[config.mk]
export PLATFORM = sky130hd
export DESIGN_NAME = clk_div_multi
export DESIGN_NICKNAME = d
export VERILOG_FILES = /design/src/rtl/clk_div_pkg.sv /design/src/rtl/clk_div_ch.sv /design/src/rtl/clk_div_multi.sv
export SDC_FILE = /design/constraint.sdc
export NUM_CORES = 1
export LEC_CHECK = 0
export CORE_AREA = 8 8 190 192
export CTS_BUF_LIST = sky130_fd_sc_hd__clkbuf_4
export DETAILED_ROUTE_END_ITERATION = 8
export DIE_AREA = 0 0 198 200
export PLACE_DENSITY = 0.81
export SLEW_MARGIN = 0
export SYNTH_ARGS = -nofsm -noshare
export SYNTH_HDL_FRONTEND = slang
export SYNTH_HIERARCHICAL = 1
export SYNTH_SLANG_ARGS = --single-unit
export TNS_END_PERCENT = 30
[constraint.sdc]
create_clock -name clk_in1 -period 6.6 [get_ports clk_in1]
set_input_delay 0.66 -clock clk_in1 [delete_from_list [all_inputs] [get_ports clk_in1]]
set_output_delay 0.66 -clock clk_in1 [all_outputs]
set_load 0.03 [all_outputs]
[src/rtl/clk_div_pkg.sv]
// clk_div_pkg: shared types and constants for the multi-channel clock divider.
//   ch_state_e  - per-channel state (off, running, running with a pending divisor)
//   DefCntW     - default divisor/counter width
//   DefRstDiv   - default divisor loaded at reset
//   clamp_div() - maps divisors 0 and 1 onto the minimum legal divisor of 2
package clk_div_pkg;

  typedef enum logic [1:0] {
    StOff  = 2'd0,
    StRun  = 2'd1,
    StPend = 2'd2
  } ch_state_e;

  localparam int unsigned DefCntW   = 16;
  localparam int unsigned DefRstDiv = 2;
  localparam int unsigned MinDiv    = 2;

  function automatic logic [31:0] clamp_div(input logic [31:0] div);
    return (div < 32'(MinDiv)) ? 32'(MinDiv) : div;
  endfunction

endpackage

[src/rtl/clk_div_ch.sv]
// clk_div_ch: one divider channel with a shadow divisor register.
// Ports:
//   i_clk    - clock (rising edge)
//   i_reset  - synchronous active-high reset
//   i_en     - run enable
//   i_sync   - restart the period at cnt=0 (tie low when phase alignment is unused)
//   i_load   - accepted divisor load for this channel (already handshaked)
//   i_div    - requested divisor, clamped to >= 2 here
//   o_clk    - registered divided clock
//   o_tick   - registered pulse in the last cycle of each period
//   o_pend   - a loaded divisor is waiting for the current period to end
module clk_div_ch
  import clk_div_pkg::*;
#(
  parameter int unsigned CNT_W   = DefCntW,
  parameter int unsigned RST_DIV = DefRstDiv
) (
  input  logic             i_clk,
  input  logic             i_reset,
  input  logic             i_en,
  input  logic             i_sync,
  input  logic             i_load,
  input  logic [CNT_W-1:0] i_div,
  output logic             o_clk,
  output logic             o_tick,
  output logic             o_pend
);

  ch_state_e        r_state, w_state_nxt;
  logic [CNT_W-1:0] r_cnt, w_cnt_nxt;
  logic [CNT_W-1:0] r_div, w_div_nxt;
  logic [CNT_W-1:0] r_shadow, w_shadow_nxt;
  logic             r_clk, w_clk_nxt;
  logic             r_tick, w_tick_nxt;

  logic [CNT_W-1:0] w_div_req;
  logic [CNT_W-1:0] w_div_flush;
  logic             w_wrap;
  logic [CNT_W:0]   w_half;
  logic             w_run_nxt;

  assign w_div_req   = CNT_W'(clamp_div(32'(i_div)));
  // Divisor in force once any pending value has been folded in.
  assign w_div_flush = (r_state == StPend) ? r_shadow : r_div;
  assign w_wrap      = (r_cnt == r_div - 1'b1);

  always_comb begin
    w_state_nxt  = r_state;
    w_cnt_nxt    = r_cnt;
    w_div_nxt    = r_div;
    w_shadow_nxt = r_shadow;
    unique case (r_state)
      StOff: begin
        w_cnt_nxt = '0;
        if (i_load) w_div_nxt = w_div_req;
        if (i_en) w_state_nxt = StRun;
      end
      StRun, StPend: begin
        if (!i_en || i_sync) begin
          // Disable and sync both restart cleanly and apply any pending divisor now.
          w_state_nxt  = i_en ? StRun : StOff;
          w_cnt_nxt    = '0;
          w_div_nxt    = i_load ? w_div_req : w_div_flush;
          w_shadow_nxt = '0;
        end else begin
          if (w_wrap) begin
            w_cnt_nxt = '0;
            if (r_state == StPend) begin
              w_div_nxt    = r_shadow;
              w_shadow_nxt = '0;
              w_state_nxt  = StRun;
            end
          end else begin
            w_cnt_nxt = r_cnt + 1'b1;
          end
          // A load landing on a wrap still lets the fresh period use the old divisor.
          if (i_load) begin
            w_shadow_nxt = w_div_req;
            w_state_nxt  = StPend;
          end
        end
      end
      default: w_state_nxt = StOff;
    endcase

    w_run_nxt  = (w_state_nxt != StOff);
    w_half     = ({1'b0, w_div_nxt} + 1'b1) >> 1;
    w_clk_nxt  = w_run_nxt && ({1'b0, w_cnt_nxt} < w_half);
    w_tick_nxt = w_run_nxt && !i_sync && (w_cnt_nxt == w_div_nxt - 1'b1);
  end

  always_ff @(posedge i_clk) begin
    if (i_reset) begin
      r_state  <= StOff;
      r_cnt    <= '0;
      r_div    <= CNT_W'(RST_DIV);
      r_shadow <= '0;
      r_clk    <= 1'b0;
      r_tick   <= 1'b0;
    end else begin
      r_state  <= w_state_nxt;
      r_cnt    <= w_cnt_nxt;
      r_div    <= w_div_nxt;
      r_shadow <= w_shadow_nxt;
      r_clk    <= w_clk_nxt;
      r_tick   <= w_tick_nxt;
    end
  end

  assign o_clk  = r_clk;
  assign o_tick = r_tick;
  assign o_pend = (r_state == StPend);

endmodule

[src/rtl/clk_div_multi.sv]
// clk_div_multi: NUM_CH independent programmable clock dividers sharing one config port.
// Optional feature macro: CLK_DIV_MULTI_SYNC_EN adds the 'sync' input for phase alignment.
// Ports:
//   clk_in1   - sole clock
//   reset     - synchronous active-high reset
//   ch_en     - per-channel run enable
//   sync      - (CLK_DIV_MULTI_SYNC_EN only) restart every running channel at cnt=0
//   cfg_valid - divisor load request
//   cfg_ready - addressed channel can take a load (low only while it has one pending)
//   cfg_ch    - target channel; out-of-range indices are accepted and dropped
//   cfg_div   - requested divisor (0 and 1 behave as 2)
//   clk_out   - registered divided clocks
//   tick      - registered end-of-period pulses
//   pend      - per-channel pending-divisor flags
module clk_div_multi
  import clk_div_pkg::*;
#(
  parameter  int unsigned NUM_CH  = 4,
  parameter  int unsigned CNT_W   = DefCntW,
  parameter  int unsigned RST_DIV = DefRstDiv,
  localparam int unsigned ChW     = (NUM_CH > 1) ? $clog2(NUM_CH) : 1
) (
  input  logic              clk_in1,
  input  logic              reset,
  input  logic [NUM_CH-1:0] ch_en,
`ifdef CLK_DIV_MULTI_SYNC_EN
  input  logic              sync,
`endif
  input  logic              cfg_valid,
  output logic              cfg_ready,
  input  logic [ChW-1:0]    cfg_ch,
  input  logic [CNT_W-1:0]  cfg_div,
  output logic [NUM_CH-1:0] clk_out,
  output logic [NUM_CH-1:0] tick,
  output logic [NUM_CH-1:0] pend
);

  logic w_sync;
`ifdef CLK_DIV_MULTI_SYNC_EN
  assign w_sync = sync;
`else
  assign w_sync = 1'b0;
`endif

  // Indices with no channel behind them leave ready high so the request drains.
  always_comb begin
    cfg_ready = 1'b1;
    for (int unsigned i = 0; i < NUM_CH; i++) begin
      if (cfg_ch == ChW'(i)) cfg_ready = !pend[i];
    end
  end

  for (genvar g = 0; g < NUM_CH; g++) begin : g_ch
    logic w_load;
    assign w_load = cfg_valid && cfg_ready && (cfg_ch == ChW'(g));

    clk_div_ch #(
      .CNT_W  (CNT_W),
      .RST_DIV(RST_DIV)
    ) u_ch (
      .i_clk  (clk_in1),
      .i_reset(reset),
      .i_en   (ch_en[g]),
      .i_sync (w_sync),
      .i_load (w_load),
      .i_div  (cfg_div),
      .o_clk  (clk_out[g]),
      .o_tick (tick[g]),
      .o_pend (pend[g])
    );
  end

endmodule

After elaboration in Yosys (flattened, before gate mapping)
Index checks and enable logic that the tools add are counted. Widths: inputs -> output; s select.

Register bits: 208. Input port bits: 25.

Reduce and logical (&&, ||, !) cells: 34. Equality and inequality tests: 27. Order comparisons: 5. Add/subtract/negate cells: 16. Mux-type cells: 81.

Operators with widths (count): $mux 16 (45); $pmux 16 s2 (8); $eq 16x16->1 (8); $sub 16x1->16 const B (8); $add 16x1->17 const B (4); $add 16x1->16 const B (4); $lt 16x16->1 (4); $mux 2 (20); $ne 3x1->1 const B (8); $lt 16x2->1 const B (1); $pmux 2 s2 (4); $logic_and 1x1->1 (13); $eq 2x2->1 const B (6); $reduce_and 3->1 (4); $eq 2x1->1 const B (5); $logic_not 2->1 (5); $reduce_bool 2->1 (4); $reduce_or 2->1 (4); $logic_not 1->1 (4); $mux 1 (4).

Depth between registers and ports, before layout
Depth in word-level cells: 14. Gate-level depth with buffers: 28.

Cells and area by module
Netlist, hierarchy kept.

Modules (own cells, without submodules): clk_div_ch (g_ch[1].u_ch ...) (cells each 677, seq. area each 1041.0 um^2, instances 2, area an instance 5104.9 um^2); clk_div_ch (g_ch[0].u_ch) (cells each 725, seq. area each 1041.0 um^2, instances 1, area an instance 5519.0 um^2); clk_div_ch (g_ch[3].u_ch) (cells each 710, seq. area each 1041.0 um^2, instances 1, area an instance 5268.8 um^2); clk_div_multi (cells each 8, seq. area each 0.0 um^2, instances 1, area an instance 65.1 um^2).

Worst setup path before layout
OpenSTA, ideal clock, no wires.

Kind: reg-to-reg. Start point: register g_ch[3].u_ch.r_div[0]. End point: register g_ch[3].u_ch.r_clk. Path buffers: 3. Stages on the path, launching flop included: 23. Slack: 1267 ps. Arrival: 5214 ps. Clock period less this slack: 5333 ps. Cell sequence: dfxtp_1 clkbuf_1 inv_1 ha_1 or4b_4 or4_4 a2111oi_4 o211a_2 and4_1 buf_4 a21oi_1 or2_0 buf_2 or3_1 nor4_1 nor2b_1 or4b_1 ha_1 nand4_1 nor2_1 nand4_1 nor2_1 nor2_1.

Word-level cells in the longest chain between the ends: 8.

Ends and longest elaborated chain: start: declaration (line clk_div_ch.sv:31) `logic [CNT_W-1:0] r_div, w_div_nxt;`; start signal: assignment (line clk_div_ch.sv:96) `r_div <= CNT_W'(RST_DIV);`; start signal: assignment (line clk_div_ch.sv:103) `r_div <= w_div_nxt;`; $sub 16x1->16 (line clk_div_ch.sv:45) `assign w_wrap = (r_cnt == r_div - 1'b1);`; $eq 16x16->1 (line clk_div_ch.sv:45); $mux 16 / $mux 2 (equally long branches) (line clk_div_ch.sv:66) `if (w_wrap) begin`; $mux 16 / $mux 2 (equally long branches) (line clk_div_ch.sv:59, clk_div_ch.sv:77); $pmux 16 s2 / $mux 2 (equally long branches) (line clk_div_ch.sv:52, clk_div_ch.sv:59); $add 16x1->17 / $pmux 2 s2 (equally long branches) (line clk_div_ch.sv:87, clk_div_ch.sv:52); $lt 16x16->1 / $reduce_bool 2->1 (equally long branches) (line clk_div_ch.sv:88, clk_div_ch.sv:86); $logic_and 1x1->1 * (line clk_div_ch.sv:88) `w_clk_nxt = w_run_nxt && ({1'b0, w_cnt_nxt} < w_half);`; end signal: assignment (line clk_div_ch.sv:105) `r_clk <= w_clk_nxt;`; end: declaration (line clk_div_ch.sv:33) `logic r_clk, w_clk_nxt;`.

Every way passes the cells marked *; elsewhere a longest branch is shown, timed or not. A chain may end at the register's enable or synchronous reset.

Worst setup path in the final report
Ends and elaborated chain as after synthesis.

==> results.json <==
{
  "yosys-top-cells-count": "nand2_1, nor2_1, dfxtp_1",
  "post_drt_wl_per_cell_um": 21.00,
  "drive_gt1_share_pct": 11.38,
  "r2r_slack_ps": 550,
  "run_status": "finished, final reports clean",
  "num_io_pins": 38,
  "start_kind": "flip-flop",
  "postCtsHoldBufs": 0,
  "postRouteAntennaNets": 0,
  "hpwl_um": 50070,
  "yosys.area.top_type_share_pct": 19.77,
  "switching_power_uw": 1579,
  "arrival_ps": 6720,
  "drt_iter0_drc": 2656,
  "grt_max_degree": 90,
  "rows": 67,
  "synth-edff-count": 0,
  "path_class": "reg2reg",
  "reg2reg_from": "g_ch[3].u_ch/r_div[0]$_SDFF_PP0_",
  "cts.sinks": 208,
  "remaining_drc_errors": 0,
  "ys_async_sr_fraction_pct": 0,
  "min_period_over_period_pct": 91.68,
  "finClkSkew_ps": 41.86,
  "cp.required_ps": 7270,
  "relSlewSlack_pct": 22.93,
  "timing.hold.ws_ps": 324.2,
  "synthFlopType": "dfxtp_1",
  "hold_viol": 0,
  "core-area_um2": 33110,
  "num_vias": 22500,
  "hold_class": "in2reg",
  "fillers": 2865,
  "design_area_um2": 22500,
  "finalMaxSlewViolations": 0,
  "synth-seq-cells": 208,
  "finalNetCount": 2899,
  "rsz0062_at_grt": "no",
  "multi_input_area_um2": 15780,
  "ctsResizeCount": 0,
  "grt_overflow_total": 0,
  "place.gp.congestion": 0.9934,
  "p_per_area_nw_per_um2": 178.7,
  "placedCellCount": 3170,
  "ff2ff_path_depth": 20,
  "drt_wl_total_um": 68850,
  "area_delta_synth_final_pct": 6.837,
  "max_freq_mhz": 165.3,
  "min_path_cells": 2,
  "final_cells": 3279,
  "start_util_pct": 63.61,
  "min_from": "reset",
  "place_area_um2": 21740,
  "seqCellArea_um2": 4164,
  "yosys-top-cells-area": "dfxtp_1, ha_1, xnor2_1",
  "cts_setup_buffers": 0,
  "synthDistinctLibCells": 126,
  "combPwrFrac_pct": 35.1,
  "die_w_um": 198,
  "grt_pass1_wl_um": 109400,
  "grt_antenna_before_repair": 1,
  "dieArea_um2": 39600,
  "ir_worst_vdd_mv": 0.1866,
  "setup_viol": 0,
  "clock_latency_ps": 800,
  "reg2reg_to": "g_ch[3].u_ch/o_clk$_SDFF_PP0_",
  "grt.total_usage_pct": 33.51,
  "crit_fanout": 10,
  "internal_power_uw": 2442,
  "yosysSeqAreaShare_pct": 19.77,
  "max_slew.worst_pin.slew_ps": 1156,
  "cts_tree": "yes",
  "yosysTopAreaCell": "dfxtp_1",
  "grt_pass1_vias": 20910,
  "cts_root_buf": "clkbuf_4",
  "endpoint_kind": "flip-flop",
  "port_buffers": 37,
  "p_clk_share_pct": 31.3,
  "synthesis.area_um2": 21060,
  "min_period_ps": 6051,
  "setup_tns_ps": 0,
  "cts_made_buffers": 58,
  "cts_max_path_buffers": 3,
  "maxCapViolations": 0,
  "drt-pass1-iter-count": 9,
  "avgViaCountPerCell": 6.861,
  "seq_power_share_pct": 33.7,
  "fin_total_pwr_uw": 4021,
  "htreeDepth": 2,
  "cts.clk_slew.worst_paths_ps": 70,
  "synth_cells": 2797,
  "synth_most_common_cell": "nand2_1",
  "synth_area_per_cell_um2": 7.530,
  "hold-path-endpoint": "g_ch[1].u_ch/r_div[15]$_SDFF_PP0_",
  "yosys_warnings": 6,
  "leakage_uw": 0.008409,
  "die_h_um": 200,
  "swShare_pct": 39.27
}
==> how the worst max path moves through the flow <==
stage / from / end / cells past startpoint
2_1_floorplan: g_ch[3].u_ch/r_div[0]$_SDFF_PP0_ / g_ch[3].u_ch/o_clk$_SDFF_PP0_ / 22
3_3_place_gp: cfg_ch[1] / g_ch[2].u_ch/o_clk$_SDFF_PP0_ / 24
3_5_place_dp: cfg_ch[1] / g_ch[2].u_ch/o_clk$_SDFF_PP0_ / 24
4_1_cts: g_ch[3].u_ch/r_div[0]$_SDFF_PP0_ / g_ch[3].u_ch/o_clk$_SDFF_PP0_ / 20
5_1_grt: g_ch[3].u_ch/r_div[0]$_SDFF_PP0_ / g_ch[3].u_ch/o_clk$_SDFF_PP0_ / 20
6_report: g_ch[3].u_ch/r_div[0]$_SDFF_PP0_ / g_ch[3].u_ch/o_clk$_SDFF_PP0_ / 20
==> cell usage in the layout, fill, tap and decap left out, types with 19 or more instances in the layout <==
cell type	count
buf_4	74
nand2_1	256
o31ai_1	31
nand3_1	80
clkinv_1	22
dfxtp_1	208
nor3_1	86
xor2_1	100
a211oi_1	27
or4_1	19
a21o_1	34
inv_1	77
a22oi_1	32
and2_1	19
nand2b_1	22
nor2b_1	69
mux2_2	38
nor2_1	228
a21oi_1	174
nand4_1	111
ha_1	92
xnor2_1	115
mux2i_1	82
clkdlybuf4s50_1	36
o21a_1	26
and3_1	46
or3_1	24
a31oi_1	31
clkbuf_4	79
o21ai_0	137
nor4_1	59
==> state kept, by name, summed over array words and instances (netlist names) <==
name	cells
g_ch.u_ch/r_div	64
g_ch.u_ch/o_clk	4
g_ch.u_ch/r_cnt	64
g_ch.u_ch/r_shadow	64
g_ch.u_ch/r_state	8
g_ch.u_ch/o_tick	4
==> power by group through the flow <==
| stage | Clock, µW | Sequential (µW) | Combinational [µW] |
|---|---|---|---|
| after global routing | 1340 | 1360 | 1520 |
| after floorplan | 0 | 1340 | 1050 |
| after CTS | 1270 | 1350 | 1370 |
| after global placement | 0 | 1380 | 1330 |
| final | 1260 | 1350 | 1410 |
| after detailed placement | 0 | 1380 | 1360 |
==> final cells by class <==
| cell class | count | area share, % |
|---|---|---|
| diodes | 1 | 0.01112 |
| flip-flops and latches | 208 | 18.50 |
| inverters | 81 | 1.351 |
| multi-input cells | 2322 | 70.13 |
| well taps | 448 | 2.491 |
| repair buffers | 111 | 4.120 |
| clock buffers | 79 | 2.636 |
| clock inverters | 29 | 0.7617 |
==> worst max-delay path: stages (launching register included) <==
cell and delay [ps]:
dfxtp_1 380, inv_1 130, ha_1 250, or4b_4 530
or4_4 510, a2111oi_4 390, o211a_2 320, and4_1 510
a21oi_1 170, or2_0 230, buf_4 170, or3_1 420
nor4_1 230, nor2b_1 270, or4b_1 480, ha_1 310
nand4_1 140, nor2_1 190, nand4_1 110, nor2_1 130
nor2_1 50
==> per-layer routing <==
metal / vias up / routed length [µm] / track usage (%)
met1: 10590 / 28270 / 43.69
met2: 1306 / 30830 / 53.24
li1: 10360 / - / -
met3: 240 / 7066 / 6.052
met5: - / 0 / 0
met4: 0 / 2676 / 15.85
==> metrics by stage <==
| stage | setup slack [ps] | util [%] |
|---|---|---|
| finish | 549.4 | 67.96 |
| global route | 148.4 | 67.96 |
| CTS | 593.0 | 67.95 |
| detailed placement | 592.8 | 65.64 |
| global placement | 765.3 | 65.64 |
| floorplan | 1267 | - |
==> logic make-up (layout without fill, tap and decap cells) <==
group	count (synthesis)	count (layout)	synth area share, %
simple gates	1155	1155	30.03
compound gates	721	721	23.84
buf+inv	282	300	5.750
xor+xnor	215	215	8.940
flops	208	208	19.77
mux	123	123	6.178
fa+ha+maj	92	92	5.465
other cells	1	17	0.01780
(Power assumes the default switching activity.)
